<file path="src/rtl/pipeline_pkg.sv">
// pipeline_pkg: shared datapath width, ALU encodings and the per-instruction control bundle
package pipeline_pkg;

    localparam int XLEN = 32;

    typedef enum logic [3:0] {
        ALU_ADD  = 4'd0,
        ALU_SUB  = 4'd1,
        ALU_AND  = 4'd2,
        ALU_OR   = 4'd3,
        ALU_XOR  = 4'd4,
        ALU_SLL  = 4'd5,
        ALU_SRL  = 4'd6,
        ALU_SRA  = 4'd7,
        ALU_SLT  = 4'd8,
        ALU_SLTU = 4'd9,
        ALU_LUI  = 4'd10
    } alu_op_e;

    // Control bits that travel with an instruction through EX, MEM and WB.
    typedef struct packed {
        logic [3:0] alu_op;
        logic       alu_src;
        logic       mem_read;
        logic       mem_write;
        logic       reg_write;
        logic       mem_to_reg;
    } ctrl_t;

endpackage

</file>
<file path="src/rtl/hazard_unit.sv">
// hazard_unit: load-use detection against the EX stage and the ID stall equation
//   id_valid/id_rs1/id_rs2/id_uses_rs2 : instruction currently in ID
//   ex_valid/ex_mem_read/ex_rd         : instruction currently in EX
//   flush/hold_ex                      : branch redirect and EX back-pressure
//   hazard                             : load in EX feeds a source of the ID instruction
//   stall                              : freeze PC and IF/ID
module hazard_unit (
    input  logic       id_valid,
    input  logic [4:0] id_rs1,
    input  logic [4:0] id_rs2,
    input  logic       id_uses_rs2,
    input  logic       ex_valid,
    input  logic       ex_mem_read,
    input  logic [4:0] ex_rd,
    input  logic       flush,
    input  logic       hold_ex,
    output logic       hazard,
    output logic       stall
);

    // x0 is never a real producer, so a load targeting it cannot cause a stall.
    assign hazard = id_valid && ex_valid && ex_mem_read && ex_rd != 5'd0 &&
                    (ex_rd == id_rs1 || (id_uses_rs2 && ex_rd == id_rs2));

    // A flush discards the ID instruction anyway, so there is nothing to hold back.
    assign stall = (hazard || hold_ex) && !flush;

endmodule

</file>
<file path="src/rtl/id_ex_stage.sv">
// id_ex_stage: ID/EX pipeline register with WB-to-ID bypass, load-use stall, flush/hold and bubble counter
//   id_*        : decoded instruction, register file read data and control from ID
//   wb_*        : write-back port, same signals that drive the register file
//   flush       : taken branch/jump resolved in EX, turns the EX entry into a bubble
//   hold_ex     : EX busy, EX register keeps its contents
//   stall_id    : freeze PC and IF/ID this cycle
//   ex_*        : registered EX stage inputs
//   bubble_cnt  : saturating count of bubbles inserted since reset
module id_ex_stage #(
    parameter int XLEN  = 32,
    parameter int CNT_W = 16
) (
    input  logic             clk,
    input  logic             rst_n,
    input  logic             id_valid,
    input  logic [XLEN-1:0]  id_pc,
    input  logic [XLEN-1:0]  id_imm,
    input  logic [4:0]       id_rs1,
    input  logic [4:0]       id_rs2,
    input  logic [4:0]       id_rd,
    input  logic             id_uses_rs2,
    input  logic [XLEN-1:0]  id_rs1_data,
    input  logic [XLEN-1:0]  id_rs2_data,
    input  logic [3:0]       id_alu_op,
    input  logic             id_alu_src,
    input  logic             id_mem_read,
    input  logic             id_mem_write,
    input  logic             id_reg_write,
    input  logic             id_mem_to_reg,
    input  logic             wb_reg_write,
    input  logic [4:0]       wb_rd,
    input  logic [XLEN-1:0]  wb_data,
    input  logic             flush,
    input  logic             hold_ex,
    output logic             stall_id,
    output logic             ex_valid,
    output logic [XLEN-1:0]  ex_pc,
    output logic [XLEN-1:0]  ex_imm,
    output logic [4:0]       ex_rs1,
    output logic [4:0]       ex_rs2,
    output logic [4:0]       ex_rd,
    output logic [XLEN-1:0]  ex_rs1_data,
    output logic [XLEN-1:0]  ex_rs2_data,
    output logic [3:0]       ex_alu_op,
    output logic             ex_alu_src,
    output logic             ex_mem_read,
    output logic             ex_mem_write,
    output logic             ex_reg_write,
    output logic             ex_mem_to_reg,
    output logic [CNT_W-1:0] bubble_cnt
);

    import pipeline_pkg::*;

    typedef struct packed {
        logic            valid;
        logic [XLEN-1:0] pc;
        logic [XLEN-1:0] imm;
        logic [4:0]      rs1;
        logic [4:0]      rs2;
        logic [4:0]      rd;
        logic [XLEN-1:0] rs1_data;
        logic [XLEN-1:0] rs2_data;
        ctrl_t           ctrl;
    } ex_t;

    ex_t             ex_q;
    ex_t             ex_d;
    ctrl_t           id_ctrl;
    logic [XLEN-1:0] rs1_eff;
    logic [XLEN-1:0] rs2_eff;
    logic            hazard;
    logic            stall;

    assign id_ctrl = '{alu_op: id_alu_op, alu_src: id_alu_src, mem_read: id_mem_read,
                       mem_write: id_mem_write, reg_write: id_reg_write, mem_to_reg: id_mem_to_reg};

    // The register file writes on the same edge this stage captures, so its read
    // port still shows the old value; forward the WB write data instead.
    assign rs1_eff = id_rs1 == 5'd0 ? '0 :
                     (wb_reg_write && wb_rd != 5'd0 && wb_rd == id_rs1) ? wb_data : id_rs1_data;
    assign rs2_eff = id_rs2 == 5'd0 ? '0 :
                     (wb_reg_write && wb_rd != 5'd0 && wb_rd == id_rs2) ? wb_data : id_rs2_data;

    always_comb begin
        ex_d = '{valid: id_valid, pc: id_pc, imm: id_imm, rs1: id_rs1, rs2: id_rs2, rd: id_rd,
                 rs1_data: rs1_eff, rs2_data: rs2_eff, ctrl: id_valid ? id_ctrl : ctrl_t'(0)};
    end

    hazard_unit u_hazard (
        .id_valid    (id_valid),
        .id_rs1      (id_rs1),
        .id_rs2      (id_rs2),
        .id_uses_rs2 (id_uses_rs2),
        .ex_valid    (ex_q.valid),
        .ex_mem_read (ex_q.ctrl.mem_read),
        .ex_rd       (ex_q.rd),
        .flush       (flush),
        .hold_ex     (hold_ex),
        .hazard      (hazard),
        .stall       (stall)
    );

    // hold_ex can be high during reset; keep the stall quiet until the stage is live.
    assign stall_id = rst_n && stall;

    // flush beats hold_ex, hold_ex beats hazard; a bubble is an all-zero entry.
    always_ff @(posedge clk or negedge rst_n) begin
        if (!rst_n) begin
            ex_q       <= '0;
            bubble_cnt <= '0;
        end else if (flush || (!hold_ex && hazard)) begin
            ex_q       <= '0;
            bubble_cnt <= bubble_cnt + CNT_W'(~&bubble_cnt);
        end else if (!hold_ex) begin
            ex_q       <= ex_d;
        end
    end

    assign ex_valid      = ex_q.valid;
    assign ex_pc         = ex_q.pc;
    assign ex_imm        = ex_q.imm;
    assign ex_rs1        = ex_q.rs1;
    assign ex_rs2        = ex_q.rs2;
    assign ex_rd         = ex_q.rd;
    assign ex_rs1_data   = ex_q.rs1_data;
    assign ex_rs2_data   = ex_q.rs2_data;
    assign ex_alu_op     = ex_q.ctrl.alu_op;
    assign ex_alu_src    = ex_q.ctrl.alu_src;
    assign ex_mem_read   = ex_q.ctrl.mem_read;
    assign ex_mem_write  = ex_q.ctrl.mem_write;
    assign ex_reg_write  = ex_q.ctrl.reg_write;
    assign ex_mem_to_reg = ex_q.ctrl.mem_to_reg;

endmodule
</file>
<file path="config.mk">
export PLATFORM = sky130hd
export DESIGN_NAME = id_ex_stage
export DESIGN_NICKNAME = d
export VERILOG_FILES = /design/src/rtl/pipeline_pkg.sv /design/src/rtl/hazard_unit.sv /design/src/rtl/id_ex_stage.sv
export SDC_FILE = /design/constraint.sdc
export NUM_CORES = 1
export LEC_CHECK = 0
export CORE_AREA = 2 2 142 144
export DETAILED_ROUTE_END_ITERATION = 16
export DIE_AREA = 0 0 144 146
export GPL_TIMING_DRIVEN = 0
export PLACE_DENSITY = 0.75
export SLEW_MARGIN = 20
export SYNTH_ARGS = -nofsm -noshare
export SYNTH_HDL_FRONTEND = slang
export SYNTH_SLANG_ARGS = --single-unit
</file>
<file path="constraint.sdc">
create_clock -name clk -period 3.17 [get_ports clk]
set_input_delay 0.634 -clock clk [delete_from_list [all_inputs] [get_ports clk]]
set_output_delay 0.634 -clock clk [all_outputs]
set_load 0.03 [all_outputs]
</file>
==> summary.txt, run 1 <==
Clock network
  • Clock buffer count from CTS: 17
  • CTS root buf: clkbuf_16
  • # hold bufs at CTS: 0
  • Clock Latency Late Sink: 0.42 ns
  • Clock Sinks: 169
  • TritonCTS clock tree: built
  • Longest Clk Path Bufs: 2
  • Clock Pin Slew Worst Setup and Hold Paths: 0.07 ns
  • Htree depth: 4

Floorplan
  • Initial Util: 37.3%
  • Core box area: 19,300 sq um
  • Num rows: 51
  • Overall die height: 146 um
  • DIE WIDTH: 144 um
  • IO Count: 366
  • Die Area: 21,000 sq um

Yosys
  • Synth area leaders: dfrtp_1 (59%), mux2i_1 (8.9%), a22o_1 (8.9%)
  • Top-area cell type share of the netlist area: 58.6%
  • Primary FF master, synth: dfrtp_1
  • Ys async rst share: 100%
  • Top post-synthesis cells by count: dfrtp_1 (169), a22o_1 (73), nand2_1 (67), mux2i_1 (64), o21ai_1 (60)
  • Yosys warns: 0
  • Count of cell types in the netlist: 32
  • Post-Syn Area: 7210 sq um
  • Cell with the most instances after synthesis: dfrtp_1
  • Sequential element share of the synthesized area: 58.6%
  • Gate count of the mapped netlist: 589
  • EDFF count, synth: 0
  • Post-synth top area cell: dfrtp_1
  • Syn Nets: 788
  • Synth Area per Inst: 12.2 sq um
  • #FFs+latches synth: 169

Global routing
  • First-pass GRT wire length: 37,100 um
  • GR Overflow Total: 0
  • GRT Total Usage: 23.0%
  • Initial antenna violation count: 1
  • Pin count of the biggest net entering global routing: 88
  • Vias in the first global route: 6,541

STA
  • Setup-failing EPs final: 0
  • Slew at the pin closest to its max-slew limit: 0.652 ns
  • Final clock skew: 0.00997 ns
  • Final hold vios: 0
  • Final Slew Violations: 0
  • Tcrit/Tclk final: 96.9%
  • RSZ-0062 raised after global routing: false
  • Tmin final: 3.07 ns
  • Min Hold Slack: 0.179 ns
  • Fin worst setup slack: 0.0979 ns
  • Fmax: 326 MHz
  • Slew headroom: 56.2%

Outcome
  • Status: completed

Run
  • Max cap viols: 0

Cells and area
  • Finished Core Util: 61.1%
  • Share of cells above drive strength 1: 6.48%
  • FILL cells: 1,657
  • Final net count: 1,173
  • Area delta synth->final: 63.9%

Critical path
  • Worst stage delay on the critical path: 0.59 ns
  • Critical Path End Type: primary output
  • RR Endpoint: bubble_cnt[6]$_DFFE_PN0P_
  • Crit path kind: input pin to primary output
  • R2r setup slk: 0.87 ns
  • Crit-path slowest cell: clkdlybuf4s50_1
  • CP cell instances: clkdlybuf4s50_1 -> xnor2_1 -> nand3_1 -> o22ai_4 -> a21oi_2 -> nor3b_1 -> clkdlybuf4s18_2
  • Reg2reg start: bubble_cnt[4]$_DFFE_PN0P_
  • Worst Path Arrival: 2.44 ns
  • Critical path launch point type: input pin
  • Worst EP required: 2.54 ns
  • Worst r2r path cells: 10
  • Worst-path fanout max: 6

Power and ir drop
  • Clk pwr share: 35.4%
  • Gate power share: 23.0%
  • Cell Pwr Density: 495 nW/um^2
  • P_leak: 4.86 nW
  • Internal power: 4.13 mW
  • Sequential share of power: 41.6%
  • Sw frac: 29.4%
  • Peak supply drop: 0.422 mV
  • P_sw: 1.72 mW

Route
  • Via count: 6,268
  • Drt pass-1 iters: 4
  • Vias per inst: 5.00
  • DR DRC count: 0
  • Iter 0 DRT Violations: 198
  • DRT Wirelength: 24,400 um
  • Routed Antenna Nets: 0
  • WL per Instance: 19.4 um

Placement
  • I/O Buffers: 363
  • Dpl ws: -0.444 ns
  • RePlAce Congestion: 0.827
  • Hpwl dp: 18,600 um

Hold path
  • Hold crit path type: input pin to async pin
## cell type report
| type | count | area [sq um] | share of cell area [%] |
|---|---|---|---|
| antenna | 1 | 2.50 | 0.0212 |
| buffer | 42 | 259 | 2.19 |
| clock buffer | 20 | 437 | 3.69 |
| clock inverter | 12 | 143 | 1.21 |
| inverter | 1 | 3.75 | 0.0318 |
| multi-input combinational | 377 | 2730 | 23.1 |
| sequential | 169 | 4230 | 35.8 |
| tap | 265 | 332 | 2.81 |
| timing repair buffer | 366 | 3680 | 31.2 |
## how the worst max path moves through the flow
stage	from	end	slack, ns	depth (start not counted)
2_1_floorplan	id_rs1[4]	stall_id	0.51	5
3_3_place_gp	rst_n	ex_imm[20]$_DFFE_PN0P_	-5.62	1
3_5_place_dp	id_rs1[4]	stall_id	-0.44	7
4_1_cts	id_rs1[1]	stall_id	0.05	7
5_1_grt	id_rs1[1]	stall_id	0.03	7
6_report	id_rs1[1]	stall_id	0.1	7
## stage by stage
stage	TNS (ns)	instances	instance area, sq um	total power [mW]
after detailed placement	-0.444	1218	11200	3.83
after global placement	-952.31	1217	11200	3.81
final	0	1253	11800	5.85
after floorplan	0	589	7210	3.08
after global routing	0	1253	11800	6.10
after CTS	0	1250	11800	5.92
## routing by layer
metal / part of all wire (%) / global-route usage (%) / wire (um) / vias up
met3: 6.1 / 5.46 / 1480 / 46
met4: 2.7 / 7.89 / 669 / 0
li1: - / - / - / 2918
met5: 0 / 0 / 0 / -
met2: 50 / 39.3 / 12200 / 228
met1: 41 / 28.3 / 10100 / 3076
## layout by cell type, fill, tap and decap left out, types with 2 or more instances in the layout
master and instances:
a22o_1 73, a22o_2 2, a22oi_1 5, a32o_1 9, and3_1 9, buf_2 3
buf_4 10, buf_8 7, bufinv_16 2, clkbuf_1 28, clkbuf_16 17, clkdlybuf4s50_1 356
clkinv_2 2, clkinv_4 2, clkinvlp_4 2, dfrtp_1 169, dlygate4sd2_1 3, dlymetal6s2s_1 2
ha_1 3, inv_6 2, inv_8 2, mux2_2 2, mux2i_1 64, nand2_1 67
nand3_1 12, nand4_1 9, nor2_1 8, nor4_4 2, o21ai_0 4, o21ai_1 60
o21ai_2 3, or4_1 3, xnor2_1 30, xor2_1 4
## power groups by stage
stage	Sequential, mW	Clock [mW]	Combinational (mW)
after floorplan	2.76	0	0.322
after global placement	2.47	0	1.34
after detailed placement	2.47	0	1.36
after CTS	2.43	2.13	1.36
after global routing	2.46	2.21	1.43
final	2.44	2.07	1.35
## worst max-delay path: cells and delay by family
| kind | cells | cell delay (ns) |
|---|---|---|
| buf+inv | 2 | 0.92 |
| compound gates | 2 | 0.38 |
| simple gates | 2 | 0.36 |
| xor+xnor | 1 | 0.15 |
## logic make-up after synthesis
group	share of synthesized area, %
xor+xnor	4.13
flops	58.6
simple gates	7.46
fa+ha+maj	0.520
mux	9.19
buf+inv	3.64
compound gates	16.4
## what timing repair did
| item | in CTS | in global routing |
|---|---|---|
| resized for setup | 9 | 3 |
| pin swaps | 0 | 1 |
| gates cloned | 0 | 0 |
| setup buffers | 0 | 2 |
| setup endpoints to repair | 1 | 1 |
Note: power is estimated with default switching activity, not from simulation.
==> inputs of run 2 (changes only) <==
--- a/config.mk
+++ b/config.mk
@@ -5,11 +5,12 @@
 export SDC_FILE = /design/constraint.sdc
 export NUM_CORES = 1
 export LEC_CHECK = 0
-export CORE_AREA = 2 2 142 144
+export CORE_MARGIN = 5
+export CORE_UTILIZATION = 40
 export DETAILED_ROUTE_END_ITERATION = 16
-export DIE_AREA = 0 0 144 146
 export GPL_TIMING_DRIVEN = 0
-export PLACE_DENSITY = 0.75
+export PLACE_DENSITY = 0.8
+export REMOVE_ABC_BUFFERS = 1
 export SLEW_MARGIN = 20
 export SYNTH_ARGS = -nofsm -noshare
 export SYNTH_HDL_FRONTEND = slang
==> run 2 against run 1 <==
Against the previous run: global-route usage about the same; critical path depth stayed put; largest cell class unchanged; sequential power about the same; die area is 0.98% lower; wire length down 0.23%; critical endpoint unchanged; critical path type unchanged.
==> summary.txt, run 2 (synthesis results as in run 1) <==
STA
  • Slew headroom: 56.5% (was 56.2%)
  • Tcrit/Tclk final: 95.4% (was 96.9%)
  • Final Slew Violations: 0 (unchanged)
  • Fmax: 331 MHz (was 326 MHz)
  • Slew at the pin closest to its max-slew limit: 0.653 ns (was 0.652 ns)
  • RSZ-0062 raised after global routing: false (unchanged)
  • Tmin final: 3.02 ns (was 3.07 ns)
  • Setup-failing EPs final: 0 (unchanged)
  • Min Hold Slack: 0.184 ns (was 0.179 ns)
  • Final clock skew: 0.00960 ns (was 0.00997 ns)
  • Final hold vios: 0 (unchanged)

Outcome
  • Status: completed (unchanged)

Route
  • DR DRC count: 0 (unchanged)
  • Routed Antenna Nets: 0 (unchanged)
  • Iter 0 DRT Violations: 252 (was 198)
  • Vias per inst: 5.18 (was 5.00)
  • DRT Wirelength: 24,300 um (was 24,400 um)
  • Via count: 6,181 (was 6,268)
  • WL per Instance: 20.4 um (was 19.4 um)
  • Drt pass-1 iters: 4 (unchanged)

Floorplan
  • Die Area: 20,800 sq um (was 21,000 sq um)
  • Initial Util: 40.4% (was 37.3%)
  • Core box area: 17,800 sq um (was 19,300 sq um)
  • Num rows: 49 (was 51)
  • Overall die height: 144 um (was 146 um)
  • IO Count: 366 (unchanged)
  • DIE WIDTH: 144 um (about the same)

Clock network
  • Longest Clk Path Bufs: 2 (unchanged)
  • Post-CTS sizing: 5 (was 9)
  • Clock Latency Late Sink: 0.42 ns (about the same)
  • Clock Sinks: 169 (unchanged)
  • Setup bufs post-CTS: 0 (unchanged)
  • Clock Pin Slew Worst Setup and Hold Paths: 0.07 ns (about the same)
  • CTS root buf: clkbuf_16 (unchanged)
  • Clock buffer count from CTS: 17 (unchanged)
  • Htree depth: 4 (unchanged)
  • TritonCTS clock tree: built (unchanged)
  • # hold bufs at CTS: 0 (unchanged)

Power and ir drop
  • Cell Pwr Density: 505 nW/um^2 (was 495 nW/um^2)
  • P_leak: 4.91 nW (was 4.86 nW)
  • Final Power: 6.01 mW (was 5.85 mW)
  • Peak supply drop: 0.349 mV (was 0.422 mV)

Global routing
  • GRT Total Usage: 23.0% (about the same)
  • Vias in the first global route: 6,624 (was 6,541)
  • Initial antenna violation count: 0 (was 1)
  • Pin count of the biggest net entering global routing: 89 (was 88)
  • First-pass GRT wire length: 37,000 um (was 37,100 um)
  • GR Overflow Total: 0 (unchanged)

Critical path
  • Crit path kind: input pin to primary output (unchanged)
  • Worst-path fanout max: 6 (unchanged)
  • Critical path launch point type: input pin (unchanged)
  • Worst Path Arrival: 2.39 ns (was 2.44 ns)
  • Worst EP required: 2.54 ns (about the same)
  • Critical Path End Type: primary output (unchanged)

Cells and area
  • FILL cells: 1,369 (was 1,657)
  • ANT cells: 0 (was 1)
  • Most frequent cells in the layout: clkdlybuf4s50_1 (361), dfrtp_1 (169), a22o_1 (73) (was clkdlybuf4s50_1 (356), dfrtp_1 (169), a22o_1 (73))
  • Area delta synth->final: 65.0% (was 63.9%)
  • Share of cells above drive strength 1: 7.05% (was 6.48%)
  • Most common cell after layout, fill and taps aside: clkdlybuf4s50_1 (unchanged)
  • Final Cell Area: 11,900 sq um (was 11,800 sq um)
  • Final net count: 1,151 (was 1,173)

Placement
  • RePlAce Congestion: 0.862 (was 0.827)
  • Placed inst area: 11,300 sq um (was 11,200 sq um)
  • I/O Buffers: 365 (was 363)
  • Hpwl dp: 18,400 um (was 18,600 um)

Hold path
  • Hold crit path type: input pin to async pin (unchanged)

Run
  • Max cap viols: 0 (unchanged)
==> run 2: cell types whose count changed in the layout (fill, tap and decap cells not counted), sizes merged <==
cell           previous run  this run
clkbuf                   45        19
clkdlybuf4s50           356       361
inv                       5         9
clkinv                    4         1
dlygate4sd2               3         0
buf                      21        23
bufinv                    2         3
clkdlybuf4s18             1         0
clkinvlp                  2         1
diode                     1         0
==> run 2: worst paths after layout <==
path | slack [ns] | depth (start not counted) | from | end
setup / recovery | 0.15 | 7 | id_rs1[3] | stall_id
hold / removal | 0.18 | 1 | rst_n | ex_imm[8]$_DFFE_PN0P_
setup reg to reg | 0.75 | 8 | ex_rd[1]$_DFFE_PN0P_ | ex_pc[5]$_DFFE_PN0P_
hold reg to reg | 0.48 | 2 | ex_rs1_data[0]$_DFFE_PN0P_ | ex_rs1_data[0]$_DFFE_PN0P_
max in group asynchronous | 2.12 | 2 | rst_n | ex_rs2_data[23]$_DFFE_PN0P_
min in group clk | 0.48 | 2 | ex_rs1_data[0]$_DFFE_PN0P_ | ex_rs1_data[0]$_DFFE_PN0P_
==> run 2: metrics by stage <==
step / setup slack [ns] / TNS (ns) / utilization, % / std cells
2_1_floorplan: -2.69 / -368.66 / - / 547
3_3_place_gp: -6.41 / -1867.13 / 61.1 / 1141
3_5_place_dp: -0.452 / -0.452 / 63.2 / 1162
4_1_cts: 0.00212 / 0 / 66.7 / 1194
5_1_grt: 0.00297 / 0 / 66.7 / 1194
6_report: 0.147 / 0 / 66.7 / 1194
==> run 2: routing by layer <==
| layer | wire (um) | vias to the layer above | global-route usage [%] |
|---|---|---|---|
| met5 | 0 | - | 0 |
| met4 | 579 | 0 | 7.56 |
| met3 | 2170 | 41 | 7.44 |
| met2 | 12400 | 243 | 39.2 |
| met1 | 9160 | 3031 | 27.6 |
| li1 | - | 2866 | - |
==> run 2: area by class of cell <==
cell class	instances	area [sq um]	share of cell area, %
inverter	1	3.75	0.0315
timing repair buffer	386	4010	33.7
multi-input combinational	377	2750	23.1
sequential	169	4230	35.5
tap	229	287	2.41
clock buffer	19	443	3.72
clock inverter	13	180	1.51
==> run 2: power breakdown <==
part / switching (mW) / internal (mW)
combinational: 0.713 / 0.662
clock: 0.914 / 1.29
sequential: 0.127 / 2.31
total: 1.75 / 4.26
==> run 2: worst max-delay path, cell delays in order <==
cell             delay, ns
clkdlybuf4s50_1       0.60
xnor2_1               0.15
nand3_1               0.10
o22ai_2               0.28
a21oi_1               0.20
nor3b_1               0.22
buf_4                 0.19
==> inputs of run 3 (changes only) <==
--- a/config.mk
+++ b/config.mk
@@ -5,6 +5,7 @@
 export SDC_FILE = /design/constraint.sdc
 export NUM_CORES = 1
 export LEC_CHECK = 0
+export ABC_CLOCK_PERIOD_IN_PS = 3170
 export CORE_MARGIN = 5
 export CORE_UTILIZATION = 40
 export DETAILED_ROUTE_END_ITERATION = 16
==> results of run 3 <==
The final DEF is identical to that of run 2; final timing and power are the same.
